<file path="config.mk">
export PLATFORM = sky130hd
export DESIGN_NAME = kronos_mem_arb
export DESIGN_NICKNAME = d
export VERILOG_FILES = /design/src/rtl/kronos_mem_arb.sv
export SDC_FILE = /design/constraint.sdc
export NUM_CORES = 1
export LEC_CHECK = 0
export ABC_CLOCK_PERIOD_IN_PS = 3750
export CAP_MARGIN = 15
export CORE_AREA = 2 2 105 107
export CTS_CLUSTER_DIAMETER = 100
export DETAILED_ROUTE_END_ITERATION = 16
export DIE_AREA = 0 0 107 109
export DONT_BUFFER_PORTS = 1
export PLACE_DENSITY_LB_ADDON = 0.12
export SLEW_MARGIN = 10
export SYNTH_ARGS = -nofsm -noshare
export SYNTH_HDL_FRONTEND = slang
export SYNTH_SLANG_ARGS = --single-unit
</file>
<file path="constraint.sdc">
create_clock -name clk -period 3.75 [get_ports clk]
set_input_delay 0.75 -clock clk [delete_from_list [all_inputs] [get_ports clk]]
set_output_delay 0.75 -clock clk [all_outputs]
set_load 0.05 [all_outputs]
</file>
<file path="src/rtl/kronos_mem_arb.sv">
// kronos_mem_arb: instr/data port arbiter onto one memory port; KRONOS_ARB_RR_EN selects round-robin ties.
module kronos_mem_arb #(
    parameter int MAX_HOLD = 2
) (
    input  logic        clk,
    input  logic        rstz,
    input  logic [31:0] instr_addr,
    output logic [31:0] instr_data,
    input  logic        instr_req,
    output logic        instr_ack,
    input  logic [31:0] data_addr,
    output logic [31:0] data_rd_data,
    input  logic [31:0] data_wr_data,
    input  logic [3:0]  data_wr_mask,
    input  logic        data_wr_en,
    input  logic        data_req,
    output logic        data_ack,
    output logic [31:0] mem_addr,
    output logic [31:0] mem_wr_data,
    output logic [3:0]  mem_wr_mask,
    output logic        mem_wr_en,
    output logic        mem_req,
    input  logic [31:0] mem_rd_data,
    input  logic        mem_ack
);
    typedef enum logic [1:0] {IDLE, BUSY_I, BUSY_D} state_t;
    state_t state, state_nx;
    logic last_grant;
    logic [3:0] hold_cnt;
    logic hold, tie_d, grant_d, grant_i;
    assign instr_data   = mem_rd_data;
    assign data_rd_data = mem_rd_data;
    assign instr_ack    = (state == BUSY_I) && mem_ack;
    assign data_ack     = (state == BUSY_D) && mem_ack;
    always_comb begin
        hold = data_req && last_grant && (hold_cnt < 4'(MAX_HOLD));
`ifdef KRONOS_ARB_RR_EN
        tie_d = !last_grant;
`else
        tie_d = 1'b1;
`endif
        grant_d  = data_req && (hold || !instr_req || tie_d);
        grant_i  = instr_req && !grant_d;
        state_nx = state;
        if (state == IDLE)
            state_nx = grant_d ? BUSY_D : grant_i ? BUSY_I : IDLE;
        else if (mem_ack)
            state_nx = IDLE;
    end
    always_ff @(posedge clk) begin
        if (!rstz) begin
            state       <= IDLE;
            mem_req     <= 1'b0;
            mem_wr_en   <= 1'b0;
            mem_addr    <= '0;
            mem_wr_data <= '0;
            mem_wr_mask <= '0;
            last_grant  <= 1'b0;
            hold_cnt    <= '0;
        end else begin
            state <= state_nx;
            if (state == IDLE && (grant_d || grant_i)) begin
                mem_req     <= 1'b1;
                mem_addr    <= grant_d ? data_addr : instr_addr;
                mem_wr_data <= grant_d ? data_wr_data : '0;
                mem_wr_mask <= grant_d ? data_wr_mask : 4'hF;
                mem_wr_en   <= grant_d && data_wr_en;
                last_grant  <= grant_d;
                // consecutive data grants count up (saturating) so the hold rule can release instr
                hold_cnt    <= !grant_d ? 4'd0 : !last_grant ? 4'd1 :
                               (hold_cnt == 4'hF) ? 4'hF : hold_cnt + 4'd1;
            end else if (state != IDLE && mem_ack) begin
                mem_req   <= 1'b0;
                mem_wr_en <= 1'b0;
            end
        end
    end
endmodule

</file>
==> results.sh <==
export IMPL_post_route_cells_drive_above_1_share_pct=9.03
export IMPL_post_cts_buffers=0
export IMPL_tritoncts_num_buffers=9
export IMPL_initial_antenna_violation_count=0
export IMPL_wl_per_cell_microns=19.2
export IMPL_finalSetupViolCount=0
export IMPL_gpl_final_weighted_congestion=0.738
export IMPL_io_buffer_count=0
export IMPL_critical_path_cell_chain="nand2_1 -> nor2_1"
export IMPL_grt_max_degree=72
export IMPL_synth_edf_count=0
export IMPL_crit_fanout=7
export IMPL_static_leak_nw=1.57
export IMPL_criticalPathCategory="reg -> out"
export IMPL_timing_max_cap_violations=0
export IMPL_synthesis_area_per_instance_sq_um=9.41
export IMPL_critPathLaunchType="register"
export IMPL_grt_pass1_wl_microns=12900
export IMPL_antenna_diode_count=0
export IMPL_dominantRegCellSynth="sky130_fd_sc_hd__dfxtp_1"
export IMPL_finalMaxSlewViolations=0
export IMPL_post_synth_most_frequent_cells="sky130_fd_sc_hd__dfxtp_1, sky130_fd_sc_hd__buf_4, sky130_fd_sc_hd__nand2_1"
export IMPL_via_per_inst=5.38
export IMPL_synth_fp_nets=524
export IMPL_slowest_cell_on_crit_path="sky130_fd_sc_hd__nor2_1"
export IMPL_synth_fa_ha_area_share_pct=0
export IMPL_cp_data_arrival_time_ns=1.61
export IMPL_dr_total_vias=2423
export IMPL_power_density_of_the_placed_cells_nw_per_um2=621
export IMPL_layout_area_growth_over_synthesis_pct=-5.34
export IMPL_accumulated_negative_setup_slack_ns=0
export IMPL_peakVddDrop_mv=0.192
export IMPL_yosys_warnings=0
export IMPL_place_detailed_hpwl_microns=5620
export IMPL_critical_path_buf_inv_count=0
export IMPL_total_routing_usage_gr_pct=14.5
export IMPL_cp_data_required_time_ns=3.00
export IMPL_yosysUniqueCellTypes=26
export IMPL_floorplan_die_area_sq_um=11700
export IMPL_critical_path_max_stage_delay_ns=0.68
export IMPL_route_final_wire_length_microns=8640
export IMPL_grt_setup_unrepaired="no"
export IMPL_worst_slew_pin_slew_ns=0.875
export IMPL_main_combinational_cell_family_by_area_after_synthesis="compound AO/OA/AOI/OAI gates"
export IMPL_first_pass_iters=4
export IMPL_drtAntennaViolNets=0
export IMPL_cts_resized=0
export IMPL_row_count=38
export IMPL_synth_compound_area_share_pct=22.0
export IMPL_tritoncts_clock_tree="built"
export IMPL_count_of_routing_violations_after_the_opening_detailed_route_iteration=149
export IMPL_core_sq_um=10600
export IMPL_run_status="complete, no violations"
export IMPL_initial_utilization_pct=34.3
export IMPL_finalHoldViolations=0
export IMPL_dpl_cell_area_sq_um=3170
export IMPL_yosys_area_top_type_share_pct=39.7
export IMPL_yosys_mux_area_fraction_pct=8.82
export IMPL_remaining_drc_errors=0
export IMPL_h_tree_depth=3
export IMPL_synth_seq_area_share_pct=39.7
export IMPL_post_synth_instance_area_sq_um=3630
export IMPL_yosys_top_cells_area="sky130_fd_sc_hd__dfxtp_1, sky130_fd_sc_hd__buf_4, sky130_fd_sc_hd__mux2i_1"
export IMPL_yosysMostFrequentCell="sky130_fd_sc_hd__dfxtp_1"
export IMPL_period_needed_ns=2.36
export IMPL_cts_root_to_sink_buffers=2
export IMPL_cts_hold_repair_buffers=0
export IMPL_final_period_utilization_pct=62.8
export IMPL_worstSkewPairLatency_ns=0.34
export IMPL_path_delay_family="simple AND/OR/NAND/NOR gates"
export IMPL_slew_headroom_pct=41.4
export IMPL_clk_transition_reported_paths_ns=0.08
export IMPL_synth_async_sr_flop_share_pct=0
export IMPL_cts_root_buffer="sky130_fd_sc_hd__clkbuf_8"
export IMPL_maxClockFrequency_ghz=0.425
export IMPL_clock_sink_count=72
export IMPL_worst_clock_skew_ns=0.00466
export IMPL_horiz_die_dim_microns=107
export IMPL_yosys_area_share_simple_pct=11.1
export IMPL_synth_xor_xnor_area_share_pct=0
export IMPL_ioPinCount=274
export IMPL_hold_path_class="in -> reg"
export IMPL_final_nets=443
export IMPL_synthCells=386
export IMPL_netlist_top_cell_by_area="sky130_fd_sc_hd__dfxtp_1"
export IMPL_grt_overflow_total=0
export IMPL_crit_path_end_kind="output port"
export IMPL_finalInstanceArea_sq_um=3440
export IMPL_die_height_microns=109
export IMPL_first_global_vias=2444
export IMPL_yosys_register_bits=72
[cells in the final DEF, fill, tap and decap left out, drive strengths merged]
cell type,n
o21ai,34
nor3b,2
nand2,35
o21a,2
a21boi,32
o221a,4
nor2,5
dfxtp,72
clkinvlp,1
a21oi,2
mux2i,32
clkbuf,11
buf,4
nand3,33
and3b,1
nor2b,2
bufinv,4
o211a,32
or2,2
[through the flow]
stage	hold WS, ns	utilization [%]	power, mW	cells	setup slack (ns)
2_1_floorplan	0.674	-	1.50	386	1.56
6_report	0.534	32.4	2.14	450	1.39
4_1_cts	0.511	32.4	2.18	450	1.38
3_3_place_gp	0.717	29.9	1.33	434	1.53
5_1_grt	0.502	32.4	2.24	450	1.35
3_5_place_dp	0.726	29.9	1.34	434	1.54
[cell type report]
class	instances	area [sq um]
tap	140	175
clock inverter	5	128
multi-input combinational	218	1520
sequential	72	1440
timing repair buffer	4	30.0
fill	1101	7160
clock buffer	11	141
[registers in the layout (all words and copies together), names as in the netlist]
name	count
mem_addr	32
mem_wr_data	32
mem_wr_mask	4
state	2
mem_req	1
mem_wr_en	1
[logic make-up after synthesis]
logic type      Yosys count
compound gates          106
simple gates             80
flops                    72
mux                      32
buf+inv                  96
[worst paths after layout]
check                                     start              end  slack (ns)  depth (start not counted)
worst min-delay path                       rstz     mem_addr[25]        0.53                          1
worst max register to register         state[1]     mem_addr[14]        2.00                          4
worst max-delay path                   state[0]        instr_ack        1.39                          2
worst min register to register  mem_wr_data[12]  mem_wr_data[12]        0.73                          2
[power by group]
group	internal (mW)	switching [mW]	leakage (nW)
combinational	0.0919	0.108	0.848
clock	0.528	0.295	0.130
sequential	0.832	0.280	0.595
total	1.45	0.684	1.57
[routing by layer]
layer	vias up	share of wire (%)	global-route usage (%)	wire length, microns
li1	1126	-	-	-
met1	1128	42	17.3	3630
met2	162	44	22.0	3770
met3	7	13	7.47	1140
met4	0	1.2	6.12	106
met5	-	0	0	0
Note: power is estimated with default switching activity, not from simulation.
